===== config.mk =====
export PLATFORM = sky130hd
export DESIGN_NAME = ar_prefetch_arbiter_flat
export DESIGN_NICKNAME = d
export VERILOG_FILES = /design/src/rtl/ar_prefetch_arbiter_pkg.sv /design/src/rtl/ar_prefetch_arbiter_if.sv /design/src/rtl/ar_prefetch_arbiter_pf_rate_limiter.sv /design/src/rtl/ar_prefetch_arbiter.sv /design/src/flat_wrapper.sv
export SDC_FILE = /design/constraint.sdc
export NUM_CORES = 1
export LEC_CHECK = 0
export ABC_AREA = 1
export CORE_ASPECT_RATIO = 2
export CORE_UTILIZATION = 32
export CTS_CLUSTER_SIZE = 30
export DETAILED_ROUTE_END_ITERATION = 16
export PLACE_DENSITY = 0.76
export SLEW_MARGIN = 0
export SYNTH_ARGS = -nofsm -noshare
export SYNTH_HDL_FRONTEND = slang
export SYNTH_SLANG_ARGS = --single-unit

===== constraint.sdc =====
create_clock -name clk -period 2.6 [get_ports clk]
set_input_delay 0.78 -clock clk [delete_from_list [all_inputs] [get_ports clk]]
set_output_delay 0.78 -clock clk [all_outputs]
set_load 0.01 [all_outputs]

===== src/rtl/ar_prefetch_arbiter_pkg.sv =====
// Shared types and widths for the AR prefetch arbiter.
// Contents: arbiter state enum, AR request payload struct, throttle reload helper.
package ar_prefetch_arbiter_pkg;

  localparam int unsigned ADDR_BITS         = 16;
  localparam int unsigned BURST_LEN_WIDTH   = 8;
  localparam int unsigned TID_WIDTH         = 8;
  localparam int unsigned LOG_QUEUE_SIZE    = 3;
  localparam int unsigned OUTS_W            = LOG_QUEUE_SIZE + 1;
  localparam int unsigned PRFETCH_FRQ_WIDTH = 6;
  localparam int unsigned AGE_LIMIT         = 8;

  typedef enum logic [1:0] {
    ST_EMPTY = 2'd0,
    ST_DM    = 2'd1,
    ST_PF    = 2'd2
  } arb_state_t;

  typedef struct packed {
    logic [ADDR_BITS-1:0]       addr;
    logic [BURST_LEN_WIDTH-1:0] len;
    logic [TID_WIDTH-1:0]       id;
  } ar_req_t;

  // The grant cycle itself counts as the first cycle of the gap, so the
  // counter is loaded one short; throttle 0 and 1 both allow back-to-back.
  function automatic logic [PRFETCH_FRQ_WIDTH-1:0] thr_reload(
    input logic [PRFETCH_FRQ_WIDTH-1:0] throttle
  );
    if (throttle == '0) return '0;
    return throttle - PRFETCH_FRQ_WIDTH'(1);
  endfunction

endpackage


===== src/rtl/ar_prefetch_arbiter_if.sv =====
// AR channel bundle (valid/ready + request payload).
// master: drives valid/req, receives ready. slave: receives valid/req, drives ready.
interface ar_prefetch_arbiter_if;
  import ar_prefetch_arbiter_pkg::*;

  logic    valid;
  logic    ready;
  ar_req_t req;

  modport master (output valid, output req, input ready);
  modport slave  (input valid, input req, output ready);

endinterface


===== src/rtl/ar_prefetch_arbiter_pf_rate_limiter.sv =====
// Prefetch bandwidth throttle: after a grant, blocks further prefetch grants
// until the programmed number of cycles has elapsed.
// Ports:
//   clk, rst     clock, synchronous active-high reset
//   i_load       prefetch grant this cycle
//   i_throttle   min cycles between prefetch grants
//   o_ready      registered: throttle counter is zero
module ar_prefetch_arbiter_pf_rate_limiter
  import ar_prefetch_arbiter_pkg::*;
(
  input  logic                         clk,
  input  logic                         rst,
  input  logic                         i_load,
  input  logic [PRFETCH_FRQ_WIDTH-1:0] i_throttle,
  output logic                         o_ready
);

  logic [PRFETCH_FRQ_WIDTH-1:0] r_cnt;
  logic [PRFETCH_FRQ_WIDTH-1:0] w_cnt_next;
  logic                         r_ready;

  // Load on grant, otherwise count down and saturate at zero.
  always_comb begin
    w_cnt_next = r_cnt;
    if (i_load) begin
      w_cnt_next = thr_reload(i_throttle);
    end else if (r_cnt != '0) begin
      w_cnt_next = r_cnt - PRFETCH_FRQ_WIDTH'(1);
    end
  end

  always_ff @(posedge clk) begin
    if (rst) begin
      r_cnt   <= '0;
      r_ready <= 1'b1;
    end else begin
      r_cnt   <= w_cnt_next;
      r_ready <= (w_cnt_next == '0);
    end
  end

  assign o_ready = r_ready;

endmodule


===== src/rtl/ar_prefetch_arbiter.sv =====
// Shares one DDR AR port between demand and prefetch reads. Demand has strict
// priority; prefetch is gated by an outstanding-burst limit and a bandwidth
// throttle. A one-entry registered slot drives the DDR AR channel.
// Optional feature macro: ARB_AGING_EN (lets a starved prefetch win once over demand).
// Ports:
//   clk, rst                 clock, synchronous active-high reset
//   en                       0 blocks prefetch grants
//   dm_ar  (slave)           demand AR source
//   pf_ar  (slave)           prefetch AR source
//   m_ar   (master)          DDR AR sink
//   m_ar_is_pf               slot holds a prefetch request
//   pf_done                  one prefetch burst fully returned
//   crs_prOutstandingLimit   max in-flight prefetch bursts (0 = prefetch off)
//   crs_prBandwidthThrottle  min cycles between prefetch grants
//   pf_outstanding           in-flight prefetch count
//   err_underflow            sticky: pf_done seen with zero outstanding
module ar_prefetch_arbiter
  import ar_prefetch_arbiter_pkg::*;
(
  input  logic                         clk,
  input  logic                         rst,
  input  logic                         en,
  ar_prefetch_arbiter_if.slave         dm_ar,
  ar_prefetch_arbiter_if.slave         pf_ar,
  ar_prefetch_arbiter_if.master        m_ar,
  output logic                         m_ar_is_pf,
  input  logic                         pf_done,
  input  logic [OUTS_W-1:0]            crs_prOutstandingLimit,
  input  logic [PRFETCH_FRQ_WIDTH-1:0] crs_prBandwidthThrottle,
  output logic [OUTS_W-1:0]            pf_outstanding,
  output logic                         err_underflow
);

  arb_state_t          r_state;
  logic                r_valid;
  logic                r_is_pf;
  ar_req_t             r_req;
  logic [OUTS_W-1:0]   r_out;
  logic                r_err;

  logic w_free;
  logic w_thr_ready;
  logic w_pf_elig;
  logic w_force_pf;
  logic w_dm_ready;
  logic w_pf_ready;
  logic w_gnt_dm;
  logic w_gnt_pf;
  logic w_done_ok;

  // Slot can take a new request when empty or when its current one leaves now.
  assign w_free     = (r_state == ST_EMPTY) | (r_valid & m_ar.ready);
  assign w_pf_elig  = en & (r_out < crs_prOutstandingLimit) & w_thr_ready;
  assign w_dm_ready = w_free & ~w_force_pf;
  assign w_pf_ready = w_free & w_pf_elig & (~dm_ar.valid | w_force_pf);
  assign w_gnt_dm   = dm_ar.valid & w_dm_ready;
  assign w_gnt_pf   = pf_ar.valid & w_pf_ready;
  assign w_done_ok  = pf_done & (r_out != '0);

  assign dm_ar.ready    = w_dm_ready;
  assign pf_ar.ready    = w_pf_ready;
  assign m_ar.valid     = r_valid;
  assign m_ar.req       = r_req;
  assign m_ar_is_pf     = r_is_pf;
  assign pf_outstanding = r_out;
  assign err_underflow  = r_err;

  ar_prefetch_arbiter_pf_rate_limiter u_rate_limiter (
    .clk        (clk),
    .rst        (rst),
    .i_load     (w_gnt_pf),
    .i_throttle (crs_prBandwidthThrottle),
    .o_ready    (w_thr_ready)
  );

`ifdef ARB_AGING_EN
  localparam int unsigned AGE_W = $clog2(AGE_LIMIT + 1);

  logic [AGE_W-1:0] r_age;

  // Counts cycles an eligible prefetch loses to demand; saturates at the limit.
  always_ff @(posedge clk) begin
    if (rst) begin
      r_age <= '0;
    end else if (w_gnt_pf) begin
      r_age <= '0;
    end else if (pf_ar.valid & w_pf_elig & dm_ar.valid & w_free &
                 (r_age != AGE_W'(AGE_LIMIT))) begin
      r_age <= r_age + AGE_W'(1);
    end
  end

  assign w_force_pf = (r_age >= AGE_W'(AGE_LIMIT)) & pf_ar.valid & w_pf_elig;
`else
  assign w_force_pf = 1'b0;
`endif

  // Slot FSM; payload holds while the slot is occupied and not accepted.
  always_ff @(posedge clk) begin
    if (rst) begin
      r_state <= ST_EMPTY;
      r_valid <= 1'b0;
      r_is_pf <= 1'b0;
      r_req   <= '0;
    end else if (w_free) begin
      if (w_gnt_dm) begin
        r_state <= ST_DM;
        r_valid <= 1'b1;
        r_is_pf <= 1'b0;
        r_req   <= dm_ar.req;
      end else if (w_gnt_pf) begin
        r_state <= ST_PF;
        r_valid <= 1'b1;
        r_is_pf <= 1'b1;
        r_req   <= pf_ar.req;
      end else begin
        r_state <= ST_EMPTY;
        r_valid <= 1'b0;
        r_is_pf <= 1'b0;
      end
    end
  end

  // In-flight prefetch bursts: count at grant, release on pf_done.
  always_ff @(posedge clk) begin
    if (rst) begin
      r_out <= '0;
      r_err <= 1'b0;
    end else begin
      if (pf_done & (r_out == '0)) begin
        r_err <= 1'b1;
      end
      case ({w_gnt_pf, w_done_ok})
        2'b10:   r_out <= r_out + OUTS_W'(1);
        2'b01:   r_out <= r_out - OUTS_W'(1);
        default: r_out <= r_out;
      endcase
    end
  end

endmodule

===== src/flat_wrapper.sv =====
// flat-port wrapper written by rule: the top's interface ports become plain ports
module ar_prefetch_arbiter_flat import ar_prefetch_arbiter_pkg::*;
  (clk, rst, en, m_ar_is_pf, pf_done, crs_prOutstandingLimit, crs_prBandwidthThrottle, pf_outstanding, err_underflow, dm_ar_valid, dm_ar_req, dm_ar_ready, pf_ar_valid, pf_ar_req, pf_ar_ready, m_ar_valid, m_ar_req, m_ar_ready);
  ar_prefetch_arbiter_if dm_ar_i ();
  ar_prefetch_arbiter_if pf_ar_i ();
  ar_prefetch_arbiter_if m_ar_i ();
  input  logic clk;
  input  logic rst;
  input  logic en;
  output logic m_ar_is_pf;
  input  logic pf_done;
  input  logic [OUTS_W-1:0] crs_prOutstandingLimit;
  input  logic [PRFETCH_FRQ_WIDTH-1:0] crs_prBandwidthThrottle;
  output logic [OUTS_W-1:0] pf_outstanding;
  output logic err_underflow;
  input wire logic [$bits(dm_ar_i.valid)-1:0] dm_ar_valid;
  input wire logic [$bits(dm_ar_i.req)-1:0] dm_ar_req;
  output wire logic [$bits(dm_ar_i.ready)-1:0] dm_ar_ready;
  input wire logic [$bits(pf_ar_i.valid)-1:0] pf_ar_valid;
  input wire logic [$bits(pf_ar_i.req)-1:0] pf_ar_req;
  output wire logic [$bits(pf_ar_i.ready)-1:0] pf_ar_ready;
  output wire logic [$bits(m_ar_i.valid)-1:0] m_ar_valid;
  output wire logic [$bits(m_ar_i.req)-1:0] m_ar_req;
  input wire logic [$bits(m_ar_i.ready)-1:0] m_ar_ready;
  assign dm_ar_i.valid = dm_ar_valid;
  assign dm_ar_i.req = dm_ar_req;
  assign dm_ar_ready = dm_ar_i.ready;
  assign pf_ar_i.valid = pf_ar_valid;
  assign pf_ar_i.req = pf_ar_req;
  assign pf_ar_ready = pf_ar_i.ready;
  assign m_ar_valid = m_ar_i.valid;
  assign m_ar_req = m_ar_i.req;
  assign m_ar_i.ready = m_ar_ready;
  ar_prefetch_arbiter u_core (.clk(clk), .rst(rst), .en(en), .dm_ar(dm_ar_i), .pf_ar(pf_ar_i), .m_ar(m_ar_i), .m_ar_is_pf(m_ar_is_pf), .pf_done(pf_done), .crs_prOutstandingLimit(crs_prOutstandingLimit), .crs_prBandwidthThrottle(crs_prBandwidthThrottle), .pf_outstanding(pf_outstanding), .err_underflow(err_underflow));
endmodule

==> flow_summary.yaml, run 1 <==
run_status:
  status: "completed"
logic_synthesis:
  synth_seq_cells: 47
  synth.yosys.seq_area_share: 0.338
  syn_area_um2: 2790
  synth-edff-count: 0
  async_reset_ff_frac: 0
  ys_warn_count: 0
  synth_cell_types: 30
  syn_nets: 445
  syn-mean-instance-area_um2: 7.87
  synthCells: 354
  synthFlopType: "dfxtp_1"
clock_network:
  clk_pin_slew_ns: 0.06
  cts_buffers: 5
  clock_path_buffers: 2
  clk_latency_ns: 0.29
  cts_sinks: 47
  cts_tree: "done"
  cts_root_buffer: "clkbuf_16"
  htreeDepth: 2
layout:
  final_nets: 578
  drive_gt1_frac: 0.180
  final_area_um2: 4420
  syn2layout_area_growth_pct: 58.8
  fillers: 781
route:
  drt-pass1-iter-count: 4
  num_vias: 2950
  antenna_left: 0
  drtIter0Drc: 131
  drc: 0
  wl_per_cell_um: 14.3
  wirelength_mm: 8.39
  avgViaCountPerCell: 5.03
critical_path:
  cp_data_required_time_ns: 1.82
  critical_path_class: "input port to output pin"
  endpoint: "pf_ar_ready"
  crit_arrival_ns: 1.74
  path_max_fanout: 2
  worstReg2RegEnd: "u_core.pf_outstanding[3]$_SDFFE_PP0P_"
  r2r-start: "u_core.pf_outstanding[1]$_SDFFE_PP0P_"
  startpoint: "en"
  r2r_slack_ns: 0.40
  startpoint_type: "input port"
  reg2reg_depth: 17
  end_kind: "output pin"
global_routing:
  grt_pass1_wl_mm: 13.1
  antenna_found_initial: 1
  grt_max_degree: 43
  grt_pass1_vias: 2954
  grt_remaining_overflow: 0
  track_usage: 0.188
pwr:
  p_leak_nw: 2.12
  swShare: 0.375
  finalPower_mw: 3.27
  cellPowerDensity_nw_per_um2: 740
  switching_power_mw: 1.23
  clockPowerShare: 0.189
  internal_power_mw: 2.05
  ir_drop_mv: 0.518
  pwr-share-seq: 0.289
  p_comb_frac: 0.522
sta:
  max_freq_mhz: 398
  hold_viol_final: 0
  worstMarginPinSlew_ns: 0.385
  timing.hold.ws_ns: 0.458
  finalMaxSlewViolations: 0
  period_needed_ns: 2.52
  fin_crit_sh: 0.967
  max-slew-margin-rel: 0.743
  fin_skew_ns: 0.00595
  setup_viol_count_final: 0
  rsz0062_at_grt: "no"
floorplanning:
  dieArea_um2: 9100
  core-area_um2: 8350
  die_h_um: 134
  start_util: 0.334
  boundaryPins: 122
  die_w_um: 68.0
  rows: 47
min_path:
  holdPathStages: 2
  hp-class: "flop to flop"
flow_run:
  max-cap-violations: 0
placed_design:
  routabilityCongestion: 0.826
  dpl_cell_area_um2: 4160
  io_buffer_count: 121
  dp_hpwl_mm: 6.15
-- worst max-delay path: stages --
cell             delay, ns
clkdlybuf4s50_1       0.48
nand3_2               0.10
nor2_4                0.09
a21boi_2              0.15
buf_2                 0.13
-- cell families after synthesis --
kind of cell    after synthesis  share of synthesized area
fa+ha+maj                    10                     0.0449
flops                        47                      0.338
buf+inv                      53                     0.0984
xor+xnor                      5                     0.0157
compound gates               56                      0.161
simple gates                183                      0.342
-- area by class of cell --
| cell class | count | area, um^2 | area share |
|---|---|---|---|
| multi-input cells | 254 | 1680 | 0.379 |
| repair buffers | 148 | 1420 | 0.321 |
| flip-flops and latches | 47 | 941 | 0.213 |
| clock buffers | 6 | 129 | 0.0291 |
| well taps | 98 | 123 | 0.0277 |
| inverters | 31 | 116 | 0.0263 |
| clock inverters | 2 | 12.5 | 0.00283 |
| diodes | 1 | 2.50 | 0.000566 |
-- through the flow --
step	instances	TNS, ns	util	setup WS, ns
after floorplan	354	0	-	0.0122
after global placement	576	-15.05	0.498	-0.724
after detailed placement	576	-16.60	0.498	-0.710
after CTS	586	0	0.525	0.0240
after global routing	587	0	0.530	0.00459
final	587	0	0.530	0.0849
-- state kept, by name (all words and copies together) (netlist names) --
| register | count |
|---|---|
| u_core.m_ar.valid | 1 |
| u_core.m_ar.req | 32 |
| u_core.pf_outstanding | 4 |
| u_core.err_underflow | 1 |
| u_core.r_state | 1 |
| u_core.m_ar_is_pf | 1 |
| u_core.u_rate_limiter.o_ready | 1 |
| u_core.u_rate_limiter.r_cnt | 6 |
-- timing repair --
action                     CTS  global route
pin swaps                   19             6
cloned                       0             0
buffers inserted             2             0
hold buffers                 0             0
setup endpoints to repair   39             4
gates resized for setup     41             8
-- per-layer routing --
metal	GRT usage	share of wire
met5	0	0
met1	0.174	0.36
met2	0.371	0.57
met3	0.0289	0.046
met4	0.0822	0.031
-- cells in the mapped netlist, types with 2 or more instances --
cell type,instances,area [um^2]
inv_1,29,109
nand4_1,10,62.6
clkbuf_1,11,41.3
o21ai_0,6,30.0
nand3_1,49,245
ha_1,10,125
nand3_2,21,210
buf_2,3,15.0
buf_6,5,56.3
nor2_4,2,22.5
buf_12,2,40.0
dfxtp_1,47,941
xor2_1,4,35.0
a21oi_1,15,75.1
nand2_2,2,12.5
nand2_1,74,278
nor2_1,20,75.1
o211a_1,32,320
-- power groups by stage --
| stage | clock [mW] | combinational (mW) | sequential (mW) |
|---|---|---|---|
| after floorplan | 0 | 0.851 | 1.02 |
| after global placement | 0 | 1.48 | 0.953 |
| after detailed placement | 0 | 1.53 | 0.957 |
| after CTS | 0.640 | 1.64 | 0.943 |
| after global routing | 0.675 | 1.88 | 0.968 |
| final | 0.618 | 1.71 | 0.947 |
-- worst min-delay path by stage --
| stage | startpoint | endpoint | slack [ns] |
|---|---|---|---|
| 6_report | u_core.err_underflow$_SDFFE_PP0P_ | u_core.err_underflow$_SDFFE_PP0P_ | 0.46 |
| 5_1_grt | u_core.err_underflow$_SDFFE_PP0P_ | u_core.err_underflow$_SDFFE_PP0P_ | 0.51 |
| 4_1_cts | u_core.err_underflow$_SDFFE_PP0P_ | u_core.err_underflow$_SDFFE_PP0P_ | 0.46 |
| 3_5_place_dp | u_core.err_underflow$_SDFFE_PP0P_ | u_core.err_underflow$_SDFFE_PP0P_ | 0.44 |
| 3_3_place_gp | u_core.err_underflow$_SDFFE_PP0P_ | u_core.err_underflow$_SDFFE_PP0P_ | 0.45 |
| 2_1_floorplan | u_core.r_state[0]$_SDFFE_PP0N_ | u_core.r_state[0]$_SDFFE_PP0N_ | 0.45 |
-- cell usage in the layout (no fill, tap or decap), drive strengths merged --
master and count:
xnor2 1, diode 1, dfxtp 47, xor2 4, clkinv 2, dlygate4sd2 5
a21boi 1, clkdlybuf4s15 1, inv 30, ha 10, clkdlybuf4s50 113, or2 2
o211a 32, clkbuf 6, a21oi 15, nor2 22, nor4 1, nand4 10
clkinvlp 1, o31ai 1, o211ai 1, buf 29, nand3 71, nand2 77
o21ai 6
Note: power is estimated with default switching activity, not from simulation.
==> inputs of run 2 (changes only) <==
--- a/config.mk
+++ b/config.mk
@@ -7,11 +7,11 @@
 export LEC_CHECK = 0
 export ABC_AREA = 1
 export CORE_ASPECT_RATIO = 2
+export CORE_MARGIN = 2
 export CORE_UTILIZATION = 32
 export CTS_CLUSTER_SIZE = 30
 export DETAILED_ROUTE_END_ITERATION = 16
 export PLACE_DENSITY = 0.76
-export SLEW_MARGIN = 0
 export SYNTH_ARGS = -nofsm -noshare
 export SYNTH_HDL_FRONTEND = slang
 export SYNTH_SLANG_ARGS = --single-unit
==> run 2 against run 1 <==
Clock-buffer cell count is the same. Maximum frequency shrank 0.37%. First-iteration DRC count shrank 40%. Utilization shrank 0.91 points. Power decreased by 0.55%. Non-clock buffer count rose by 5. Sequential share of layout area fell by 0.078 points. Register-to-register slack improved by 0.03 ns. Design area up 0.37%. Sequential power grew 0.6%. Critical path depth did not move. Critical path type unchanged. Critical endpoint unchanged.
==> flow_summary.yaml, run 2 (synthesized netlist as in run 1, its figures left out) <==
placed_design:
  routabilityCongestion: 0.866
  dpl_cell_area_um2: 4200
  dp_hpwl_mm: 6.34
  io_buffer_count: 121
run_status:
  status: "completed"
pwr:
  cellPowerDensity_nw_per_um2: 733
  swShare: 0.363
  p_leak_nw: 2.16
  internal_power_mw: 2.08
  ir_drop_mv: 0.477
  pwr-share-seq: 0.293
  finalPower_mw: 3.26
  switching_power_mw: 1.18
  p_comb_frac: 0.515
  clockPowerShare: 0.193
sta:
  max-slew-margin-rel: 0.755
  setup_tns_ns: 0
  fin_crit_sh: 0.971
  worstMarginPinSlew_ns: 0.368
  finalMaxSlewViolations: 0
  hold_viol_final: 0
  period_needed_ns: 2.52
  setup_viol_count_final: 0
  rsz0062_at_grt: "no"
  fin_skew_ns: 0.00618
  max_freq_mhz: 396
critical_path:
  reg2reg_depth: 16
  cpMaxStageDelayCell: "clkdlybuf4s50_1"
  path_max_fanout: 2
  startpoint_type: "input port"
  crit_arrival_ns: 1.74
  crit_family: "buffers and inverters"
  cp_data_required_time_ns: 1.82
  path_depth: 5
  critical_path.cell_chain: "clkdlybuf4s50_1 > nand3_2 > nor2_4 > a21boi_2 > buf_2"
  critPathBufInv: 2
  cp_slowest_stage_delay_ns: 0.47
  end_kind: "output pin"
  critical_path_class: "input port to output pin"
route:
  drc: 0
  avgViaCountPerCell: 4.94
  wirelength_mm: 8.28
  num_vias: 2927
  wl_per_cell_um: 14.0
  antenna_left: 0
  drtIter0Drc: 79
  drt-pass1-iter-count: 6
layout:
  final_area_um2: 4440
  seq_area_um2: 941
  final_cell_mix: "113 x clkdlybuf4s50_1, 68 x nand2_1, 48 x nand3_1, 47 x dfxtp_1, 32 x o211a_1"
  n_antenna_cell: 0
  multi_input_area_um2: 1650
  final_common_cell: "clkdlybuf4s50_1"
  drive_gt1_frac: 0.185
  final_core_util: 0.521
  syn2layout_area_growth_pct: 59.4
  largest_reg_flops: 32
  fillers: 803
  final_nets: 583
floorplanning:
  die_w_um: 70.0
  boundaryPins: 122
  start_util: 0.327
  die_h_um: 136
  dieArea_um2: 9510
  rows: 48
  core-area_um2: 8530
min_path:
  holdPathStages: 2
  hp-class: "flop to flop"
global_routing:
  antenna_found_initial: 0
  grt_max_degree: 34
  track_usage: 0.174
  grt_pass1_vias: 2890
  grt_remaining_overflow: 0
  grt_pass1_wl_mm: 13.4
clock_network:
  clk_pin_slew_ns: 0.06
  cts_root_buffer: "clkbuf_16"
  clk_latency_ns: 0.29
  cts_tree: "done"
  ctsHoldBuffers: 0
  cts_buffers: 5
  htreeDepth: 2
  clock_path_buffers: 2
  cts_sinks: 47
flow_run:
  max-cap-violations: 0
## run 2: cell count changes in the layout (fill, tap and decap cells not counted), moves of 2 or more
cell	change
buf_4	+5
clkbuf_2	+2
dlygate4sd2_1	-2
nand2_1	+2
## run 2: final timing paths
check                                        startpoint                                    end  slack (ns)
setup / recovery                                     en                            pf_ar_ready        0.08
hold / removal        u_core.err_underflow$_SDFFE_PP0P_      u_core.err_underflow$_SDFFE_PP0P_        0.49
setup reg to reg  u_core.pf_outstanding[1]$_SDFFE_PP0P_  u_core.pf_outstanding[2]$_SDFFE_PP0P_        0.43
hold reg to reg       u_core.err_underflow$_SDFFE_PP0P_      u_core.err_underflow$_SDFFE_PP0P_        0.49
## run 2: through the flow
stage / setup WS [ns] / hold slack, ns / cells
2_1_floorplan: 0.0122 / 0.451 / 354
3_3_place_gp: -0.725 / 0.446 / 581
3_5_place_dp: -0.730 / 0.458 / 581
4_1_cts: 0.00396 / 0.469 / 589
5_1_grt: 0.0113 / 0.507 / 592
6_report: 0.0756 / 0.490 / 592
## run 2: layer usage
metal  GRT usage  share of wire  vias up  routed length [um]
met2       0.337           0.56       86                4630
li1            -              -     1485                   -
met4       0.105          0.043        0                 358
met3      0.0259          0.040       21                 330
met1       0.168           0.36     1335                2960
met5           0              0        -                   0
## run 2: area by class of cell
cell class / count / share of cell area
inverters: 31 / 0.0262
multi-input cells: 254 / 0.372
well taps: 100 / 0.0282
flip-flops and latches: 47 / 0.212
clock buffers: 6 / 0.0313
clock inverters: 1 / 0.00113
repair buffers: 153 / 0.329
## run 2: power by group through the flow
stage | clock, mW | combinational [mW] | sequential (mW)
2_1_floorplan | 0 | 0.851 | 1.02
3_3_place_gp | 0 | 1.51 | 0.955
3_5_place_dp | 0 | 1.55 | 0.961
4_1_cts | 0.651 | 1.59 | 0.948
5_1_grt | 0.679 | 1.87 | 0.969
6_report | 0.627 | 1.68 | 0.953
## run 2: worst min-delay path, cell delays in order, from the launching register on
cell and delay (ns):
dfxtp_1 0.32, inv_1 0.06, a21oi_1 0.06
## run 2: timing repair
item,CTS,global route
pin swaps,12,13
setup buffers,1,3
setup endpoints to repair,39,5
resized for setup,24,19
